### config.mk
export PLATFORM = sky130hd
export DESIGN_NAME = fifo_axis_egress
export DESIGN_NICKNAME = d
export VERILOG_FILES = /design/src/rtl/fifo_axis_egress.sv
export SDC_FILE = /design/constraint.sdc
export NUM_CORES = 1
export LEC_CHECK = 0
export CAP_MARGIN = 20
export CELL_PAD_IN_SITES_DETAIL_PLACEMENT = 1
export CELL_PAD_IN_SITES_GLOBAL_PLACEMENT = 2
export CORE_ASPECT_RATIO = 0.5
export CORE_MARGIN = 2
export CORE_UTILIZATION = 26
export CTS_CLUSTER_SIZE = 12
export DETAILED_ROUTE_END_ITERATION = 10
export PLACE_DENSITY_LB_ADDON = 0.15
export SETUP_SLACK_MARGIN = 0.5
export SLEW_MARGIN = 5
export SYNTH_ARGS = -nofsm -noshare
export SYNTH_HDL_FRONTEND = slang
export SYNTH_SLANG_ARGS = --single-unit
### constraint.sdc
create_clock -name clk_i -period 1.7 [get_ports clk_i]
set_input_delay 0.51 -clock clk_i [delete_from_list [all_inputs] [get_ports clk_i]]
set_output_delay 0.51 -clock clk_i [all_outputs]
set_load 0.05 [all_outputs]
### src/rtl/fifo_axis_egress.sv
// fifo_axis_egress: drains a first-word-fall-through FIFO into an AXI4-Stream
// master through a registered two-entry buffer (OUT drives the stream, SKID
// catches the single word popped after tready falls), and frames the stream
// into BURST_LEN-beat packets.
// Optional feature macro: FIFO_AXIS_EGRESS_TLAST_EN. When defined, tlast
// framing, the beat index and the packet counter are built; when undefined,
// m_axis_tlast_o, beat_idx_o and pkt_cnt_o are tied to 0 and the buffer
// entries carry no last bit.
module fifo_axis_egress #(
  parameter int DATA_WIDTH = 32,
  parameter int BURST_LEN  = 16,
  parameter int CntWidth   = (BURST_LEN > 1) ? $clog2(BURST_LEN) : 1
) (
  input  logic                  clk_i,
  input  logic                  rst_i,
  input  logic                  enable_i,
  input  logic                  fifo_empty_i,
  input  logic [DATA_WIDTH-1:0] fifo_data_i,
  output logic                  fifo_pop_o,
  output logic [DATA_WIDTH-1:0] m_axis_tdata_o,
  output logic                  m_axis_tvalid_o,
  input  logic                  m_axis_tready_i,
  output logic                  m_axis_tlast_o,
  output logic [CntWidth-1:0]   beat_idx_o,
  output logic [15:0]           pkt_cnt_o
);

  logic                  pop;
  logic                  hs;
  logic                  out_from_skid;
  logic                  out_from_fifo;
  logic                  skid_load;

  logic [DATA_WIDTH-1:0] out_data_q;
  logic [DATA_WIDTH-1:0] out_data_d;
  logic                  out_valid_q;
  logic                  out_valid_d;
  logic [DATA_WIDTH-1:0] skid_data_q;
  logic [DATA_WIDTH-1:0] skid_data_d;
  logic                  skid_valid_q;
  logic                  skid_valid_d;

  // A pop only needs SKID to have room; tready never feeds this path, so the
  // FIFO pop timing is independent of the downstream ready.
  assign pop = enable_i & ~fifo_empty_i & ~skid_valid_q;
  assign hs  = out_valid_q & m_axis_tready_i;

  // Buffer moves: SKID refills OUT on a handshake; otherwise the popped word
  // lands in OUT when OUT is free (or being consumed), else in SKID.
  // A handshake with SKID full implies no pop, so the two OUT loads are exclusive.
  assign out_from_skid = hs & skid_valid_q;
  assign out_from_fifo = pop & (~out_valid_q | hs);
  assign skid_load     = pop & out_valid_q & ~hs;

  // Next state for the data/valid fields of OUT and SKID.
  always_comb begin
    out_data_d   = out_data_q;
    skid_data_d  = skid_data_q;
    out_valid_d  = out_from_skid | out_from_fifo | (out_valid_q & ~hs);
    skid_valid_d = skid_load | (skid_valid_q & ~hs);
    if (out_from_skid) begin
      out_data_d = skid_data_q;
    end else if (out_from_fifo) begin
      out_data_d = fifo_data_i;
    end
    if (skid_load) begin
      skid_data_d = fifo_data_i;
    end
  end

  // Buffer registers; reset discards anything in flight.
  always_ff @(posedge clk_i) begin
    if (rst_i) begin
      out_data_q   <= '0;
      out_valid_q  <= 1'b0;
      skid_data_q  <= '0;
      skid_valid_q <= 1'b0;
    end else begin
      out_data_q   <= out_data_d;
      out_valid_q  <= out_valid_d;
      skid_data_q  <= skid_data_d;
      skid_valid_q <= skid_valid_d;
    end
  end

  assign fifo_pop_o      = pop;
  assign m_axis_tdata_o  = out_data_q;
  assign m_axis_tvalid_o = out_valid_q;

`ifdef FIFO_AXIS_EGRESS_TLAST_EN
  localparam logic [CntWidth-1:0] LastIdx = CntWidth'(BURST_LEN - 1);

  logic                pop_last;
  logic                out_last_q;
  logic                out_last_d;
  logic                skid_last_q;
  logic                skid_last_d;
  logic [CntWidth-1:0] beat_idx_q;
  logic [CntWidth-1:0] beat_idx_d;
  logic [15:0]         pkt_cnt_q;
  logic [15:0]         pkt_cnt_d;

  // The word being popped closes the packet when the index sits on the last slot.
  assign pop_last = (beat_idx_q == LastIdx);

  // Last bits follow their data words; beat index advances per pop and holds
  // while enable_i is low; packets are counted when the last beat is accepted.
  always_comb begin
    out_last_d  = out_last_q;
    skid_last_d = skid_last_q;
    beat_idx_d  = beat_idx_q;
    pkt_cnt_d   = pkt_cnt_q;
    if (out_from_skid) begin
      out_last_d = skid_last_q;
    end else if (out_from_fifo) begin
      out_last_d = pop_last;
    end
    if (skid_load) begin
      skid_last_d = pop_last;
    end
    if (pop) begin
      beat_idx_d = pop_last ? '0 : beat_idx_q + CntWidth'(1);
    end
    if (hs & out_last_q) begin
      pkt_cnt_d = pkt_cnt_q + 16'd1;
    end
  end

  // Framing registers; reset restarts the packet at beat 0.
  always_ff @(posedge clk_i) begin
    if (rst_i) begin
      out_last_q  <= 1'b0;
      skid_last_q <= 1'b0;
      beat_idx_q  <= '0;
      pkt_cnt_q   <= '0;
    end else begin
      out_last_q  <= out_last_d;
      skid_last_q <= skid_last_d;
      beat_idx_q  <= beat_idx_d;
      pkt_cnt_q   <= pkt_cnt_d;
    end
  end

  assign m_axis_tlast_o = out_last_q;
  assign beat_idx_o     = beat_idx_q;
  assign pkt_cnt_o      = pkt_cnt_q;
`else
  assign m_axis_tlast_o = 1'b0;
  assign beat_idx_o     = '0;
  assign pkt_cnt_o      = '0;
`endif

endmodule

After elaboration in Yosys (flattened, before gate mapping)
Index checks and enable logic that the tools add are counted.
- muxes and demuxes: 2
- bitwise operators: 17
- reductions and logical operators: 1
- operators by type and width (operator ; count):
    $mux W32 ; 2
    $and A1 B1 Y1 ; 9
    $not A1 Y1 ; 4
    $or A1 B1 Y1 ; 4
    $reduce_bool A2 Y1 ; 1
- bits of input ports: 37
- flip-flop bits (word level): 66
- output and inout bits: 55
- logic and storage cells: 24

Depth between registers and ports, before layout
- depth in word-level cells: 6
- depth in mapped cells: 6
- mapped depth without buffers: 4

Worst setup path after synthesis
OpenSTA, ideal clock, no wires.
- kind: input to register
- start point: input enable_i
- end point: register skid_data_q[10]
- required time: 1.568 ns
- stages: 5
- setup slack: -0.303 ns
- arrival time: 1.871 ns
- setup time: 0.132 ns
- cell sequence: nor3b_2 nand3b_1 clkbuf_1 nand2_1 a21oi_1
- word-level cells in the longest chain between the ends: 4
- RTL lines (item ; line ; RTL):
    start, declared ; 16 ; input logic enable_i,
    $and A1 B1 Y1 (2 in series) ; 45 ; assign pop = enable_i & ~fifo_empty_i & ~skid_valid_q;
    $and A1 B1 Y1 (2 in series) ; 53 ; assign skid_load = pop & out_valid_q & ~hs;
    end signal, assigned ; 81 ; skid_data_q <= skid_data_d;
    end, declared ; 38 ; logic [DATA_WIDTH-1:0] skid_data_q;
No other way between the ends.
A chain may end at the register's enable or synchronous reset.

Worst setup path in the final report
- start point: register skid_valid_q
- end point: output fifo_pop_o
- word-level cells in the longest chain between the ends: 2
- RTL lines (item ; line ; RTL):
    start, declared ; 40 ; logic skid_valid_q;
    start signal, assigned ; 82 ; skid_valid_q <= skid_valid_d;
    $not A1 Y1 ; 45 ;
    $and A1 B1 Y1 ; 45 ;
    end, declared ; 19 ; output logic fifo_pop_o,
No other way between the ends.

==> impl_metrics.toml <==
[run_status]
status = "completed"

[grt]
met2_usage_pct = 29.87
use_met1_pct = 21.57
antenna_found_initial = 0
grt_usage_pct = 17.21
grt_max_degree = 67
grt_overflow = 0
grt_util_met3_pct = 4.197
grt_pass1_wl_um = 15900
grt_busiest_layer = "met2"
grt_pass1_vias = 2926

[timing]
fin_skew_ns = 0.003955
min_period_ns = 1.586
fin_crit_sh_pct = 93.31
setup_viol = 0
rsz0062_at_grt = "yes"
hold_slack_ns = 0.4639
fmax_mhz = 630.4
setup_tns_ns = 0
drv_slew = 0
hold_viol_final = 0

[critical_path]
cp-start-kind = "register"
worstPathRequired_ns = 1.19
reg2regPathDepth = 5
critPathKind = "reg -> out"
ff2ff_setup_slack_ns = 0.17
critPathCaptureType = "output port"
critPathSlowestCell = "dfxtp_4"
worst-path-buf-inv = 1
path_cells = "nor3b_4, buf_12"
worstPathMaxFanout = 2
arrival_ns = 1.08
cpPeakStageDelay_ns = 0.35
crit_family = "flip-flops"
r2r-end = "m_axis_tdata_o[19]"
r2r-start = "skid_valid_q"

[drt]
antenna_left = 0
remaining_drc_errors = 0
wl_per_cell_um = 18.67
drtIter0Drc = 128
via_count = 2967
totalWireLength_um = 11480
firstDrtPassIters = 5
viasPerCell = 4.824

[cells_and_area]
syn2layout_area_growth_pct = 96.37
fin_nets = 503
antenna_cells = 0
drive_above_1_share_pct = 55.96
final_util_pct = 52.04
final_cell_count_no_fill = 615

[floorplan]
initial_core_util_pct = 26.50
die_x_um = 153.1
die_area_um2 = 12030
row_count = 27
design.core.area_um2 = 10910
ioPinCount = 92
fp.dieH_um = 78.57

[pwr]
power.leakage_nw = 2.296
internal_power_mw = 3.482
seqPwrFrac_pct = 34.7
p_per_area_nw_per_um2 = 869.7
comb_power_share_pct = 26.9
clockPowerShare_pct = 38.3
switchingPower_mw = 1.456
switching_share_pct = 29.49
peakVddDrop_mv = 0.4939

[clock_tree]
cts_buffer_depth = 2
cts_hold_buffers = 0
clk_latency_ns = 0.33
cts_tree = "done"
cts_made_buffers = 9
cts.htree.levels = 3
cts_sinks = 66
clkTransAtPathRegs_ns = 0.06
cts_root_buffer = "clkbuf_16"

[yosys]
syn_avg_cell_area_um2 = 8.215
ys_warn_count = 0
syn_area_um2 = 2892
synth_seq_cells = 66
syn_inst = 352
yosysSeqAreaShare_pct = 45.69
synth.distinct_cells = 20

[place]
gp_congestion = 0.6888
port-buffer-count = 70
place_hpwl_um = 5344
placed_cells = 555

[worst_hold_path]
hold_path_startpoint = "skid_data_q[2]"
hold_end = "skid_data_q[2]"
min_path_type = "reg -> reg"
whs_path_depth = 2

[run]
cap_violations = 0
[cell usage after synthesis]
master,number,area share [%]
a311oi_1,12,3.6
dfxtp_1,66,46
nor2_1,32,4.2
nand3_1,1,0.17
nor3b_2,2,0.87
buf_2,5,0.87
a21oi_1,34,5.9
conb_1,1,0.13
inv_1,1,0.13
buf_6,2,0.78
clkbuf_1,13,1.7
a311oi_2,20,10
nand2_1,128,17
a211oi_1,1,0.26
nand3b_1,1,0.26
nor2b_1,1,0.22
buf_4,28,7.3
nand2b_1,2,0.43
and3_1,1,0.22
o211a_1,1,0.35
[repair_timing]
item | in CTS | in global routing
buffers inserted | 24 | 6
endpoints found under the hold margin | 0 | 0
setup endpoints to repair | 100 | 99
pin swaps | 20 | 60
cloned | 9 | 6
gates resized for setup | 97 | 89
[sequential cells by signal, summed over array words and instances, names as in the netlist]
register	flops
m_axis_tdata_o	32
m_axis_tvalid_o	1
skid_data_q	32
skid_valid_q	1
[routing by layer]
layer | wire length (um) | vias to the layer above
li1 | - | 1371
met1 | 4965 | 1489
met2 | 5768 | 93
met3 | 609 | 14
met4 | 138 | 0
met5 | 0 | -
[cell type report]
cell class / instances / area (um^2)
clock buffer: 10 / 250.2
clock inverter: 5 / 52.55
fill: 1158 / 5234
inverter: 1 / 3.754
multi-input combinational: 257 / 1851
sequential: 66 / 1406
tap: 145 / 181.4
timing repair buffer: 131 / 1933
[tightest hold or removal path, stage by stage, from the launching register on]
cell     delay (ns)
dfxtp_1        0.32
nand2_2        0.06
a21oi_2        0.04
[worst max path at each step]
stage	startpoint	endpoint	cells after the start
finish	skid_valid_q	fifo_pop_o	2
global route	skid_valid_q	fifo_pop_o	2
CTS	skid_valid_q	fifo_pop_o	2
detailed placement	m_axis_tready_i	m_axis_tdata_o[10]	6
global placement	m_axis_tready_i	m_axis_tdata_o[20]	7
floorplan	fifo_empty_i	skid_data_q[10]	5
[power groups by stage]
stage	Sequential, mW	Combinational (mW)	Clock, mW
after floorplan	1.94	0.411	0
after global placement	1.75	1.04	0
after detailed placement	1.75	1.05	0
after CTS	1.72	1.26	1.92
after global routing	1.73	1.38	2.00
final	1.71	1.33	1.89
[cell families (layout without fill, tap and decap cells)]
logic type             Yosys count  in the layout  share of synthesized area, %
other                            1             21                        0.1297
AND/OR/NAND/NOR                168            168                         22.93
buffers and inverters           49            147                         10.73
AO/OA/AOI/OAI                   68             68                         20.51
flip-flops                      66             66                         45.69
[stage by stage]
stage               total power [mW]  cell area (um^2)  setup WS, ns
detailed placement             2.806              4214       -0.3797
floorplan                      2.349              3100      -0.02613
global placement               2.788              4214       -0.3165
CTS                            4.896              5172       0.08318
global route                   5.104              5678       0.07044
finish                         4.938              5678        0.1137
[placed cells by master, fill, tap and decap left out, drive strengths merged]
master	n
a211oi	1
clkbuf	15
and3	1
o211a	1
buf	91
clkinvlp	1
bufbuf	3
nand2b	2
bufinv	1
a21oi	34
clkdlybuf4s50	32
inv	1
nor2b	1
conb	21
nand3b	1
dfxtp	66
nor3b	2
clkinv	3
nor2	32
nand3	1
a311oi	32
nand2	128
Power figures use the tool's default switching activity.
==> patch (same flow settings) <==
`BURST_LEN`: 16 -> 8.
--- a/src/rtl/fifo_axis_egress.sv
+++ b/src/rtl/fifo_axis_egress.sv
@@ -9,5 +9,5 @@
 module fifo_axis_egress #(
   parameter int DATA_WIDTH = 32,
-  parameter int BURST_LEN  = 16,
+  parameter int BURST_LEN  = 8,
   parameter int CntWidth   = (BURST_LEN > 1) ? $clog2(BURST_LEN) : 1
 ) (
Ports: changed (resized beat_idx_o); port bits go from 92 to 91. No check against the original RTL was run, so the function may have changed too.
==> patch against the unedited design <==
  * Sequential cell count stayed put
  * Largest cell class is now multi-input gates
  * Via count shrank 0.24%
  * Hold slack got worse by 8.6 ps
  * First-iteration DRC count increased by 19%
  * Worst setup slack lost 8.8 ps
  * Routed wire length decreased by 4.0%
  * Area after synthesis fell by 0.26%
  * Non-clock buffer count grew 2
  * Total power is 0.54% lower
  * Die area shrank 0.25%
  * Cell area is 0.20% lower
  * Count of clock-buffer cells in the layout up 4
==> patch: results (changes against the unedited design) <==
worst_setup_path:
  critPathMaxFanout: 2  # unchanged
  max_stage_delay_ps: 350  # about the same
  arrival_ps: 1090
  crit_slowest_cell: "dfxtp_4"
layout:
  diodes: 0  # unchanged
  layout.nets: 505  # +0.40%
  drive_gt1_share_pct: 57.7  # +1.8 points
global_routing:
  antenna_found_initial: 0  # unchanged
  grt_max_degree: 67  # unchanged
  grtUsageTotal_pct: 17.1  # -0.12 points
  grt_pass1_wl_um: 15800  # -0.78%
synth:
  synthArstFlopShare_pct: 0  # unchanged
  yosys_warnings: 0  # unchanged
  synth_area_leaders: "dfxtp_1 46%, nand2_1 17%, a311oi_2 10%"
  synthTopCellsByCount: "128 x nand2_1, 66 x dfxtp_1, 34 x a21oi_1"
  yosysSeqAreaShare_pct: 45.8  # +0.12 points
routing:
  drt_iter0_drc: 152  # +19%
  vias: 2960  # -0.24%
  routedWlPerCell_um: 17.8  # -4.5%
  drt_pre_antenna_iters: 5  # unchanged
clocking:
  htree_levels: 3  # unchanged
  path_clk_slew_ps: 50
  root_buffer: "clkbuf_16"
  cts_made_buffers: 9  # unchanged
placement:
  placed_cell_area_mm2: 0.00418  # -0.92%
  place.gp.congestion: 0.707  # +2.6%
  io_buffers: 70  # unchanged
  dp_hpwl_um: 5230  # -2.1%
  detailedPlace.worstSlack_ps: -363  # +16.5 ps
outcome:
  status: "complete, no violations"
power:
  leakagePower_nw: 2.27  # -1.2%
  irDropWorstVdd_mv: 0.372  # -25%
timing:
  skew_ps: 7.13  # +3.18 ps
  min_period_ps: 1600  # +8.77 ps
patch: changes by cell type after synthesis:
cell and change:
buf_4 -1
patch: where the power goes:
group          leakage [nW]  switching [mW]  internal (mW)  total [mW]
sequential            0.556          0.0848           1.63        1.72
combinational          1.57           0.666          0.638        1.30
clock                 0.147           0.677           1.21        1.89
total                  2.27            1.43           3.48        4.91
patch: critical path, delay by kind of cell (launching register included):
| kind | cells | cell delay [ps] |
|---|---|---|
| flops | 1 | 350 |
| buf+inv | 1 | 170 |
| simple gates | 1 | 230 |
patch: worst paths after layout:
check | to | depth (start not counted) | from
max | fifo_pop_o | 2 | skid_valid_q$_SDFF_PP0_
min | skid_data_q[1]$_SDFFE_PP0P_ | 2 | skid_data_q[1]$_SDFFE_PP0P_
max reg2reg | m_axis_tdata_o[21]$_SDFFE_PP0P_ | 7 | skid_valid_q$_SDFF_PP0_
min reg2reg | skid_data_q[1]$_SDFFE_PP0P_ | 2 | skid_data_q[1]$_SDFFE_PP0P_
patch: cell families after synthesis:
kind of cell           synth area share [%]
AOI/OAI and AO/OA                      20.6
buffers and inverters                  10.5
DFF                                    45.8
other                                 0.130
and+or+nand+nor                        23.0
patch: per-stage QoR:
step / hold WS, ps / std cells / TNS (ps) / total power [mW] / util (%)
2_1_floorplan: 437 / 370 / -784 / 2.34 / -
3_3_place_gp: 442 / 551 / -17850 / 2.77 / 38.3
3_5_place_dp: 447 / 551 / -20050 / 2.79 / 38.3
4_1_cts: 454 / 607 / 0 / 4.87 / 46.9
5_1_grt: 473 / 618 / 0 / 5.11 / 51.9
6_report: 455 / 618 / 0 / 4.91 / 51.9
patch: routing by layer:
metal  track usage [%]  share of wire, %  vias to the layer above
li1                  -                 -                     1378
met1              20.4                46                     1502
met2              30.8                49                       70
met3              4.97               3.9                       10
met4              3.61              0.74                        0
met5                 0                 0                        -
patch: cell type report:
cell class | instances | area, µm²
sequential | 66 | 1410
inverter | 1 | 3.75
tap | 145 | 181
clock inverter | 2 | 35.0
multi-input combinational | 257 | 1900
fill | 1179 | 5250
clock buffer | 14 | 264
timing repair buffer | 133 | 1880
patch: timing repair:
| action | in CTS | in global routing |
|---|---|---|
| pin swaps | 8 | 60 |
| gates resized for setup | 78 | 121 |
| gates cloned | 10 | 3 |
| buffers inserted | 30 | 8 |
| setup endpoints to repair | 100 | 99 |
